### config.mk
export PLATFORM = sky130hd
export DESIGN_NAME = fixed_arg_subparser
export DESIGN_NICKNAME = d
export VERILOG_FILES = /design/src/rtl/fixed_arg_subparser.sv
export SDC_FILE = /design/constraint.sdc
export NUM_CORES = 1
export LEC_CHECK = 0
export ABC_AREA = 1
export BUFFER_PORTS_ARGS = -buffer_cell sky130_fd_sc_hd__buf_4
export CORE_MARGIN = 2
export CORE_UTILIZATION = 49
export DETAILED_ROUTE_END_ITERATION = 8
export PLACE_DENSITY = 0.67
export SKIP_CTS_REPAIR_TIMING = 1
export SKIP_LAST_GASP = 1
export SYNTH_ARGS = -nofsm -noshare
export SYNTH_HDL_FRONTEND = slang
export SYNTH_SLANG_ARGS = --single-unit
### constraint.sdc
create_clock -name clk -period 7.68 [get_ports clk]
set_input_delay 2.304 -clock clk [delete_from_list [all_inputs] [get_ports clk]]
set_output_delay 2.304 -clock clk [all_outputs]
set_load 0.05 [all_outputs]
### src/rtl/fixed_arg_subparser.sv
// -----------------------------------------------------------------------------
// fixed_arg_subparser
//
// Parses one command argument of the form  <title>[+|-]digits[.digits]<term>
// from a character source into a signed fixed-point number scaled by
// 10^FRAC_DIGITS. Characters are fetched one at a time via a request/deliver
// handshake; the terminator (space, CR, LF or source exhausted) is consumed.
// Magnitudes beyond the signed NUM_BITS range saturate and raise arg_too_big.
//
// Optional feature: define ARG_SUBPARSER_ROUND_EN to round the result up
// when the first discarded fraction digit is 5..9 (default: truncate).
//
// Ports
//   clk          clock, all state changes on its rising edge
//   reset        asynchronous, active-low reset
//   clk_en       advance enable; the block is frozen while low
//   trigger      start one parse (honoured only while rdy)
//   arg_title    expected title letter (ASCII)
//   char_in      source character, valid while rd_done=1
//   rd_rdy       source can accept a character request
//   rd_done      source is delivering char_in
//   is_empty     source has no more characters
//   rd_trigger   one-cycle character request to the source
//   rdy          idle, ready for trigger
//   done         one-cycle completion pulse
//   success      argument was syntactically valid
//   arg_too_big  magnitude saturated somewhere during the parse
//   has_frac     a '.' was parsed
//   num          signed fixed-point result (value * 10^FRAC_DIGITS)
// -----------------------------------------------------------------------------
module fixed_arg_subparser #(
    parameter int NUM_BITS    = 16,
    parameter int FRAC_DIGITS = 2,
    parameter int ACC_BITS    = NUM_BITS + 4
) (
    input  logic                clk,
    input  logic                reset,
    input  logic                clk_en,
    input  logic                trigger,
    input  logic [7:0]          arg_title,
    input  logic [7:0]          char_in,
    input  logic                rd_rdy,
    input  logic                rd_done,
    input  logic                is_empty,
    output logic                rd_trigger,
    output logic                rdy,
    output logic                done,
    output logic                success,
    output logic                arg_too_big,
    output logic                has_frac,
    output logic [NUM_BITS-1:0] num
);

    typedef enum logic [3:0] {
        IDLE, FETCH, WAIT_CHAR, TITLE, SIGN, INT, FRAC, SCALE, FINISH
    } state_t;

    // Headroom so acc*10+9 never wraps before it is compared with the limit.
    localparam int WIDE = ACC_BITS + 4;
    localparam logic [2:0] FD = 3'(FRAC_DIGITS);
    typedef logic [WIDE-1:0] wide_t;

    // Returns {overflow, clamped value}.
    function automatic logic [ACC_BITS:0] clamp(input wide_t value, input wide_t lim);
        return (value > lim) ? {1'b1, ACC_BITS'(lim)} : {1'b0, ACC_BITS'(value)};
    endfunction

    state_t              state, state_next;
    state_t              phase, phase_next;      // phase state to run once a char is in
    logic [ACC_BITS-1:0] acc, acc_next;          // unsigned magnitude
    logic [7:0]          ch, ch_next;
    logic                negative, negative_next;
    logic                seen_digit, seen_digit_next;
    logic                bad, bad_next;
    logic                eof, eof_next;          // source ran dry instead of delivering ch
    logic [2:0]          frac_cnt, frac_cnt_next;
    logic                done_next, success_next, too_big_next, has_frac_next;
    logic [NUM_BITS-1:0] num_next;
`ifdef ARG_SUBPARSER_ROUND_EN
    logic                round_up, round_up_next;
`endif

    logic                is_digit, is_term;
    wide_t               limit, digit, acc_x10;
    logic [ACC_BITS:0]   step;
    logic [ACC_BITS-1:0] signed_acc;

    assign is_digit   = !eof && (ch >= 8'h30) && (ch <= 8'h39);
    assign is_term    = eof || (ch == 8'h20) || (ch == 8'h0d) || (ch == 8'h0a);
    assign digit      = wide_t'(ch[3:0]);
    assign acc_x10    = (wide_t'(acc) << 3) + (wide_t'(acc) << 1);
    // Negative numbers reach one further than positive ones.
    assign limit      = negative ? (wide_t'(1) << (NUM_BITS - 1))
                                 : ((wide_t'(1) << (NUM_BITS - 1)) - wide_t'(1));
    assign signed_acc = negative ? (~acc + ACC_BITS'(1)) : acc;
    assign rdy        = (state == IDLE);

    always_comb begin
        // NOTE: every next value defaults to its current value first, so no
        // branch of the case below can leave a signal unassigned and infer a latch.
        state_next      = state;
        phase_next      = phase;
        acc_next        = acc;
        ch_next         = ch;
        negative_next   = negative;
        seen_digit_next = seen_digit;
        bad_next        = bad;
        eof_next        = eof;
        frac_cnt_next   = frac_cnt;
        done_next       = 1'b0;
        success_next    = success;
        too_big_next    = arg_too_big;
        has_frac_next   = has_frac;
        num_next        = num;
        rd_trigger      = 1'b0;
        step            = '0;
`ifdef ARG_SUBPARSER_ROUND_EN
        round_up_next   = round_up;
`endif

        case (state)
            IDLE: begin
                if (trigger) begin
                    acc_next        = '0;
                    negative_next   = 1'b0;
                    seen_digit_next = 1'b0;
                    bad_next        = 1'b0;
                    eof_next        = 1'b0;
                    frac_cnt_next   = '0;
                    success_next    = 1'b0;
                    too_big_next    = 1'b0;
                    has_frac_next   = 1'b0;
`ifdef ARG_SUBPARSER_ROUND_EN
                    round_up_next   = 1'b0;
`endif
                    phase_next      = TITLE;
                    state_next      = FETCH;
                end
            end

            FETCH: begin
                if (is_empty) begin
                    eof_next   = 1'b1;
                    state_next = phase;
                end else if (rd_rdy) begin
                    // Gated so the request only fires on a cycle the FSM really advances.
                    rd_trigger = clk_en;
                    state_next = WAIT_CHAR;
                end
            end

            WAIT_CHAR: begin
                if (rd_done) begin
                    ch_next    = char_in;
                    eof_next   = 1'b0;
                    state_next = phase;
                end
            end

            TITLE: begin
                if (!eof && ch == arg_title) begin
                    phase_next = SIGN;
                    state_next = FETCH;
                end else begin
                    bad_next   = 1'b1;
                    state_next = FINISH;
                end
            end

            SIGN: begin
                if (!eof && (ch == 8'h2d || ch == 8'h2b)) begin
                    negative_next = (ch == 8'h2d);
                    phase_next    = INT;
                    state_next    = FETCH;
                end else if (is_digit || (!eof && ch == 8'h2e)) begin
                    // No sign: let INT consume this same character.
                    phase_next = INT;
                    state_next = INT;
                end else begin
                    bad_next   = 1'b1;
                    state_next = FINISH;
                end
            end

            INT: begin
                if (is_digit) begin
                    step            = clamp(acc_x10 + digit, limit);
                    acc_next        = step[ACC_BITS-1:0];
                    too_big_next    = arg_too_big | step[ACC_BITS];
                    seen_digit_next = 1'b1;
                    state_next      = FETCH;
                end else if (!eof && ch == 8'h2e) begin
                    has_frac_next = 1'b1;
                    phase_next    = FRAC;
                    state_next    = FETCH;
                end else if (is_term) begin
                    state_next = SCALE;
                end else begin
                    bad_next   = 1'b1;
                    state_next = FINISH;
                end
            end

            FRAC: begin
                if (is_digit) begin
                    seen_digit_next = 1'b1;
                    if (frac_cnt < FD) begin
                        step          = clamp(acc_x10 + digit, limit);
                        acc_next      = step[ACC_BITS-1:0];
                        too_big_next  = arg_too_big | step[ACC_BITS];
                        frac_cnt_next = frac_cnt + 3'd1;
                    end
`ifdef ARG_SUBPARSER_ROUND_EN
                    else if (frac_cnt == FD) begin
                        // Only the first discarded digit decides rounding.
                        round_up_next = (ch >= 8'h35);
                        frac_cnt_next = FD + 3'd1;
                    end
`endif
                    state_next = FETCH;
                end else if (is_term) begin
                    state_next = SCALE;
                end else begin
                    bad_next   = 1'b1;
                    state_next = FINISH;
                end
            end

            SCALE: begin
                if (frac_cnt < FD) begin
                    step          = clamp(acc_x10, limit);
                    acc_next      = step[ACC_BITS-1:0];
                    too_big_next  = arg_too_big | step[ACC_BITS];
                    frac_cnt_next = frac_cnt + 3'd1;
                end else begin
`ifdef ARG_SUBPARSER_ROUND_EN
                    // Rounding only happens with all fraction digits present, so no scaling conflict.
                    step          = clamp(wide_t'(acc) + wide_t'(round_up), limit);
                    acc_next      = step[ACC_BITS-1:0];
                    too_big_next  = arg_too_big | step[ACC_BITS];
                    round_up_next = 1'b0;
`endif
                    state_next = FINISH;
                end
            end

            FINISH: begin
                num_next     = NUM_BITS'(signed_acc);
                success_next = seen_digit & ~bad;
                done_next    = 1'b1;
                state_next   = IDLE;
            end

            default: state_next = IDLE;
        endcase
    end

    always_ff @(posedge clk or negedge reset) begin
        if (!reset) begin
            state       <= IDLE;
            phase       <= TITLE;
            acc         <= '0;
            ch          <= '0;
            negative    <= 1'b0;
            seen_digit  <= 1'b0;
            bad         <= 1'b0;
            eof         <= 1'b0;
            frac_cnt    <= '0;
            done        <= 1'b0;
            success     <= 1'b0;
            arg_too_big <= 1'b0;
            has_frac    <= 1'b0;
            num         <= '0;
`ifdef ARG_SUBPARSER_ROUND_EN
            round_up    <= 1'b0;
`endif
        end else if (clk_en) begin
            // NOTE: non-blocking assignments make every register sample the
            // pre-edge values, independent of statement order.
            state       <= state_next;
            phase       <= phase_next;
            acc         <= acc_next;
            ch          <= ch_next;
            negative    <= negative_next;
            seen_digit  <= seen_digit_next;
            bad         <= bad_next;
            eof         <= eof_next;
            frac_cnt    <= frac_cnt_next;
            done        <= done_next;
            success     <= success_next;
            arg_too_big <= too_big_next;
            has_frac    <= has_frac_next;
            num         <= num_next;
`ifdef ARG_SUBPARSER_ROUND_EN
            round_up    <= round_up_next;
`endif
        end
    end

endmodule

==> results_dict.tcl, run 1 <==
set metrics [dict create \
    clockRootBuffer "clkbuf_16" \
    rrSetupSlack_ns 2.84 \
    status "completed" \
    dpl.hpwl_mm 13.2 \
    crit_fanout 3 \
    r2r-start "acc[0]" \
    antenna_found_initial 0 \
    grt_use_total 0.248 \
    globalplace.congestion 0.922 \
    overflow 0 \
    syn_area_sq_um 6530 \
    synth_edf_count 0 \
    h-tree-depth 3 \
    drt-total-wl_mm 17.2 \
    layout_common_cells "nand2_1, inv_1, nor2_1, nand3_1, a21oi_1" \
    multi_input_area_sq_um 4330 \
    synth_seq_area_share 0.238 \
    timing.slew.headroom 0.370 \
    tns_ns 0 \
    min_to "phase[1]" \
    drc 0 \
    rsz0062_at_grt "no" \
    final_common_cell "nand2_1" \
    slowest_delay_ns 0.20 \
    cp_data_required_time_ns 5.38 \
    register_area_sq_um 1550 \
    worst_slack_ns 2.44 \
    crit_arrival_ns 2.94 \
    critPathKind "in -> out" \
    row_count 42 \
    netlist_instances 998 \
    slew_violations 0 \
    critPathTopFamily "buffers and inverters" \
    start_util 0.497 \
    drt_iter0_drc 576 \
    fin_util 0.557 \
    setup_violations 0 \
    hp-class "reg -> reg" \
    grt_pass1_wl_mm 28.6 \
    die_w_microns 119 \
    grt_max_degree 63 \
    vias 6461 \
    wl_per_cell_microns 14.1 \
    die_height_microns 119 \
    fin_nets 1116 \
    fp.dieArea_sq_um 14300 \
    place_area_sq_um 7000 \
    design.portCount 45 \
    timing.fmax_mhz 191 \
    dp_slack_ns 2.44 \
    syn2layout_area_growth_pct 12.2 \
    finalClockSkew_ns 0.00678 \
    startpoint "is_empty" \
    syn_area_per_cell_sq_um 6.54 \
    nFillCells 1370 \
    numCtsBuffers 9 \
    clockBufferDepth 2 \
    min_from "phase[1]" \
    worstSetupEndpointType "output port" \
    postSynthNetCount 1076 \
    synth-seq-cells 62 \
    final_hold_viol_count 0 \
    fin_crit_ns 5.24 \
    cap_violations 0 \
    port_buffers 44 \
    r2r_cells 28 \
    crit_buf_inv 3 \
    vias_per_cell 5.30 \
    clkTransAtPathRegs_ns 0.06 \
    start_kind "input port" \
    cts.sinks 62 \
    synthTopCellsByArea "dfrtp_1, nand2_1, ha_1" \
    antenna_left 0 \
    insertion_delay_ns 0.34 \
    grt_pass1_vias 5913 \
    drive_above_1_share 0.153 \
    hold_depth 2 \
    crit_slowest_cell "buf_4" \
    fin_area_sq_um 7320 \
    fin_crit_sh 0.683 \
    cts_tree "yes" \
    antenna_cells 0 \
    synth_area_leader_cell "dfrtp_1" \
    crit_chain "buf_4 -> nor2_1 -> inv_1 -> nor2_1 -> buf_4" \
    core_sq_um 13100 \
    synthFlopType "dfrtp_1" \
    yosysUniqueCellTypes 48 \
    tightest_slew_ns 0.942 \
    yosys_warnings 0 \
    async_flop_share 1.00 \
    synth_top_area_frac 0.230 \
    rr_endpoint "acc[7]" \
    dr.pass1.iters 5 \
]
==> worst max path at each step <==
stage	slack, ns	cells after the start	end
2_1_floorplan	2.24	3	rd_trigger
3_3_place_gp	2.44	5	rd_trigger
3_5_place_dp	2.44	5	rd_trigger
4_1_cts	2.44	5	rd_trigger
5_1_grt	2.28	27	acc[3]
6_report	2.44	5	rd_trigger
==> sequential cells by signal, indices dropped and copies added, names as in the netlist <==
register,count
negative,1
phase,3
arg_too_big,1
seen_digit,1
eof,1
num,16
bad,1
ch,8
state,4
done,1
has_frac,1
frac_cnt,3
success,1
acc,20
==> tightest hold or removal path: stages (launching register included) <==
cell,delay (ns)
dfstp_2,0.37
nand2_1,0.05
nand2_1,0.04
==> cell usage after synthesis (all sizes together), types with 9 or more instances <==
library cell    n
nand2         287
inv           146
nor2          121
nand3          95
a21oi          74
dfrtp          60
ha             53
o21ai          46
nor3           20
xor2           19
clkbuf          9
==> metrics by stage <==
| step | hold slack (ns) | cells |
|---|---|---|
| detailed placement | 0.457 | 1203 |
| CTS | 0.466 | 1219 |
| global route | 0.500 | 1219 |
| finish | 0.469 | 1219 |
| floorplan | 0.441 | 998 |
| global placement | 0.458 | 1203 |
==> routing by layer <==
layer  track usage  part of all wire  vias up
met5             0                 0        -
li1              -                 -     3334
met1         0.375              0.51     2927
met4        0.0735             0.019        0
met3        0.0345             0.056       21
met2         0.365              0.41      179
==> layout make-up <==
class	count	area share
Multi-Input combinational cell	772	0.591
Clock inverter	5	0.0111
Tap cell	176	0.0301
Inverter	148	0.0759
Sequential cell	62	0.212
Timing Repair Buffer	45	0.0461
Clock buffer	11	0.0331
==> logic make-up (layout without fill, tap and decap cells) <==
| family | after synthesis | in the layout | synth area share |
|---|---|---|---|
| flops | 62 | 62 | 0.238 |
| fa+ha+maj | 55 | 55 | 0.108 |
| mux | 3 | 3 | 0.00518 |
| buf+inv | 164 | 209 | 0.0980 |
| compound gates | 146 | 146 | 0.131 |
| simple gates | 543 | 543 | 0.387 |
| xor+xnor | 25 | 25 | 0.0336 |
Power of run 1 is not shown: default switching activity piles up to over one toggle a cycle in this logic, so the estimate is an artifact.
==> run 2, diff against run 1 <==
Settings changed: ABC_AREA 1 to 0.
Clock period 7.68 ns to 5.3 ns, I/O delays scaled along.
==> results_dict.tcl, run 2 <==
set metrics [dict create \
    crit_arrival_ns 5.47 \
    rrSetupSlack_ns 0.07 \
    dr.pass1.iters 7 \
    fp.dieArea_sq_um 12800 \
    dpl.hpwl_mm 12.5 \
    drt-total-wl_mm 16.6 \
    largest_reg_flops 20 \
    overflow 0 \
    drc 5 \
    fin_area_sq_um 6830 \
    ys_top_cells_by_count "nand2_1, dfrtp_1, o21ai_0" \
    antenna_left 0 \
    start_kind "flop" \
    start_util 0.505 \
    drive_above_1_share 0.202 \
    fin_crit_ns 5.23 \
    clockRootBuffer "clkbuf_16" \
    cts_tree "yes" \
    fin_crit_sh 0.987 \
    r2r_cells 19 \
    syn_area_sq_um 5810 \
    status "complete, but fails checks" \
    grt_pass1_wl_mm 26.9 \
    layout_common_cells "nand2_1, buf_4, dfrtp_1, o21ai_0" \
    final_common_cell "nand2_1" \
    syn_area_per_cell_sq_um 8.29 \
    hp-class "reg -> reg" \
    netlist_instances 701 \
    timing.fmax_mhz 191 \
    die_height_microns 113 \
    grt_use_total 0.262 \
    min_to "num[11]" \
    row_count 39 \
    grt_max_degree 63 \
    wl_per_cell_microns 18.5 \
    hold_depth 2 \
    cp_data_required_time_ns 5.54 \
    vias_per_cell 6.35 \
    async_flop_share 1.00 \
    violations "DRC" \
    synth_edf_count 0 \
    clockBufferDepth 2 \
    syn2layout_area_growth_pct 17.5 \
    synth_area_leader_cell "dfrtp_1" \
    synthFlopType "dfrtp_1" \
    rr_endpoint "acc[8]" \
    crit_fanout 8 \
    setup_violations 0 \
    top_regs "acc (20), num (16), ch (8)" \
    synth-seq-cells 62 \
    finalClockSkew_ns 0.00741 \
    worstSetupEndpointType "flop" \
    clkTransAtPathRegs_ns 0.06 \
    cts.sinks 62 \
    final_hold_viol_count 0 \
    largest_register "acc" \
    core_sq_um 11500 \
    cap_violations 0 \
    numCtsBuffers 9 \
    yosys_warnings 0 \
    r2r-start "acc[3]" \
    fin_nets 831 \
    globalplace.congestion 0.955 \
    slew_violations 0 \
    antenna_cells 0 \
    min_from "num[11]" \
    design.portCount 45 \
    postSynthNetCount 779 \
    synth_seq_area_share 0.267 \
    antenna_found_initial 0 \
    synth_most_common_cell "nand2_1" \
    h-tree-depth 3 \
    insertion_delay_ns 0.34 \
    die_w_microns 113 \
    drt_iter0_drc 581 \
    timing.slew.headroom 0.462 \
    synth_top_area_frac 0.258 \
    vias 5722 \
    grt_pass1_vias 5319 \
    synthTopCellsByArea "dfrtp_1, ha_1, o21ai_0" \
    yosysUniqueCellTypes 81 \
    port_buffers 44 \
    tightest_slew_ns 0.807 \
    place_area_sq_um 6300 \
    critPathKind "reg -> reg" \
]
run 2: critical path, stage by stage, from the launching register on:
cell and delay, ns:
dfrtp_2 0.43, ha_1 0.29, a211o_1 0.35, a21o_4 0.27, a31o_4 0.25, xnor2_2 0.17
nor3b_4 0.37, nand3_2 0.13, and2_1 0.19, or2_2 0.29, ha_1 0.29, nand4_1 0.13
nor2_2 0.14, nand2_1 0.09, or4_4 0.54, a221oi_2 0.36, nand4_1 0.23, buf_6 0.21
a21o_1 0.17, a31oi_1 0.23
run 2: layer usage:
layer,part of all wire,track usage
met1,0.47,0.390
met2,0.43,0.386
met3,0.082,0.0552
met4,0.021,0.0691
met5,0,0
run 2: per-stage QoR:
| stage | utilization | hold slack (ns) | setup slack (ns) | cells | setup TNS, ns |
|---|---|---|---|---|---|
| final | 0.593 | 0.476 | 0.0691 | 901 | 0 |
| after global routing | 0.593 | 0.496 | -0.181 | 901 | -1.64 |
| after CTS | 0.573 | 0.486 | -0.00130 | 891 | -0.00130 |
| after detailed placement | 0.547 | 0.472 | 0.0417 | 875 | 0 |
| after global placement | 0.547 | 0.465 | 0.118 | 875 | 0 |
| after floorplan | - | 0.457 | 0.308 | 701 | 0 |
run 2: layout make-up:
type	count	area (sq um)
Multi-Input combinational cell	581	4140
Fill cell	1049	4690
Sequential cell	62	1560
Clock buffer	9	225
Timing Repair Buffer	70	533
Tap cell	143	179
Clock inverter	7	82.6
Inverter	29	109
run 2: kinds of logic after synthesis:
family                     after synthesis  synth area share
and+or+nand+nor                        255             0.221
AOI/OAI and AO/OA                      211             0.245
DFF                                     62             0.267
buffers and inverters                   58            0.0441
adders and majority gates               55             0.121
xor gates and xnor gates                48            0.0788
muxes                                   12            0.0228
run 2: worst max path at each step:
stage	startpoint	endpoint	slack, ns	cells after the start
after floorplan	acc[1]	acc[1]	0.31	20
after global placement	acc[2]	acc[1]	0.12	20
after detailed placement	acc[2]	acc[1]	0.04	20
after CTS	acc[2]	acc[1]	-0.001	20
after global routing	acc[3]	acc[3]	-0.18	19
final	acc[3]	acc[8]	0.07	19
Power of run 2 is left out for the same reason.
==> run 3, diff against run 2 <==
Settings changed: BUFFER_PORTS_ARGS -buffer_cell sky130_fd_sc_hd__buf_4 to not set, DONT_BUFFER_PORTS set to 1, PLACE_DENSITY 0.67 to not set.
==> results_dict.tcl, run 3 (synthesis results as in run 2) <==
set metrics [dict create \
    worstSetupEndpointType "flop" \
    fin_nets 788 \
    clkTransAtPathRegs_ns 0.05 \
    crit_buf_inv 2 \
    dr.pass1.iters 7 \
    numCtsBuffers 9 \
    drive_above_1_share 0.139 \
    whs_ns 0.483 \
    start_kind "flop" \
    drt_iter0_drc 567 \
    overflow 0 \
    syn2layout_area_growth_pct 11.5 \
    largest_reg_flops 20 \
    antenna_cells 0 \
    fin_crit_ns 5.10 \
    row_count 39 \
    violations "DRC" \
    grt_use_total 0.267 \
    critPathTopFamily "simple AND/OR/NAND/NOR gates" \
    drc 4 \
    die_height_microns 113 \
    hp-class "reg -> reg" \
    dpl.hpwl_mm 12.8 \
    min_from "phase[0]" \
    start_util 0.505 \
    crit_fanout 11 \
    final_hold_viol_count 0 \
    crit_slowest_cell "or4_1" \
    insertion_delay_ns 0.34 \
    wl_per_cell_microns 19.3 \
    critPathKind "reg -> reg" \
    final_common_cell "nand2_1" \
    port_buffers 0 \
    cap_violations 0 \
    largest_register "acc" \
    antenna_left 0 \
    die_w_microns 113 \
    crit_chain "ha_1 -> inv_1 -> fa_1 -> nor2b_1 -> o2111ai_1 -> a31oi_1 -> nor3_1 -> nor3b_4 -> nand3_1 -> and2_1 -> or2_2 -> ha_1 -> nand4_1 -> nor2_2 -> nand2_1 -> or4_1 -> a221oi_4 -> nand4_1 -> buf_4 -> o21bai_1 -> a31oi_1" \
    slew_violations 0 \
    grt_pass1_vias 5099 \
    globalplace.congestion 0.901 \
    layout_common_cells "nand2_1, dfrtp_1, o21ai_0, ha_1, nor2_1" \
    r2r-start "acc[2]" \
    core_sq_um 11500 \
    tightest_slew_ns 1.07 \
    grt_pass1_wl_mm 27.1 \
    status "complete, but fails checks" \
    top_regs "acc (20), num (16), ch (8)" \
    clockRootBuffer "clkbuf_16" \
    startpoint "acc[2]" \
    vias 5419 \
    finalClockSkew_ns 0.00858 \
    grt_max_degree 63 \
    nFillCells 1054 \
    cts_tree "yes" \
    slowest_delay_ns 0.58 \
    setup_violations 0 \
    cts.sinks 62 \
    h-tree-depth 3 \
    design.portCount 45 \
    drt-total-wl_mm 16.5 \
    vias_per_cell 6.32 \
    fin_crit_sh 0.962 \
    fp.dieArea_sq_um 12800 \
    antenna_found_initial 0 \
    timing.fmax_mhz 196 \
    timing.slew.headroom 0.289 \
    crit_arrival_ns 5.34 \
    clockBufferDepth 2 \
    cp_data_required_time_ns 5.54 \
]
==> run 3: cell count changes in the layout (fill, tap and decap cells not counted), sizes merged <==
| cell | before | now |
|---|---|---|
| clkbuf | 9 | 12 |
| buf | 70 | 27 |
| inv | 31 | 29 |
| clkinv | 2 | 0 |
| bufinv | 1 | 2 |
| clkinvlp | 2 | 1 |
==> run 3: per-stage QoR <==
| step | area, sq um | TNS [ns] | setup slack [ns] | instances | utilization |
|---|---|---|---|---|---|
| 2_1_floorplan | 5810 | 0 | 0.308 | 701 | - |
| 3_3_place_gp | 5990 | 0 | 0.0846 | 834 | 0.521 |
| 3_5_place_dp | 5990 | -0.0350 | -0.0350 | 834 | 0.521 |
| 4_1_cts | 6320 | -0.287 | -0.0930 | 849 | 0.549 |
| 5_1_grt | 6480 | -0.271 | -0.0653 | 857 | 0.563 |
| 6_report | 6480 | 0 | 0.202 | 857 | 0.563 |
==> run 3: routing by layer <==
metal  wire length (microns)  vias to the layer above  track usage
li1                        -                     2634            -
met1                    8270                     2551        0.409
met2                    6740                      213        0.379
met3                    1170                       21       0.0573
met4                     326                        0       0.0724
met5                       0                        -            0
==> run 3: worst min-delay path: stages, from the launching register on <==
cell and delay (ns):
dfstp_2 0.37, nand2_1 0.04, o21ai_0 0.06
==> run 3: final cells by class <==
type | count | area [sq um] | share of cell area
clock buffer | 12 | 256 | 0.0396
clock inverter | 3 | 67.6 | 0.0104
inverter | 29 | 109 | 0.0168
multi-input combinational | 581 | 4110 | 0.634
sequential | 62 | 1560 | 0.240
tap | 143 | 179 | 0.0276
timing repair buffer | 27 | 203 | 0.0313
==> run 3: worst paths after layout <==
| path | to | slack, ns | cells after the start |
|---|---|---|---|
| min | phase[0] | 0.48 | 2 |
| max reg2reg | acc[11] | 0.20 | 21 |
| max in group asynchronous | phase[1] | 4.15 | 0 |
| max | acc[11] | 0.20 | 21 |
| min reg2reg | phase[0] | 0.48 | 2 |
| min in group asynchronous | num[7] | 0.94 | 0 |
Power of run 3 is left out for the same reason.
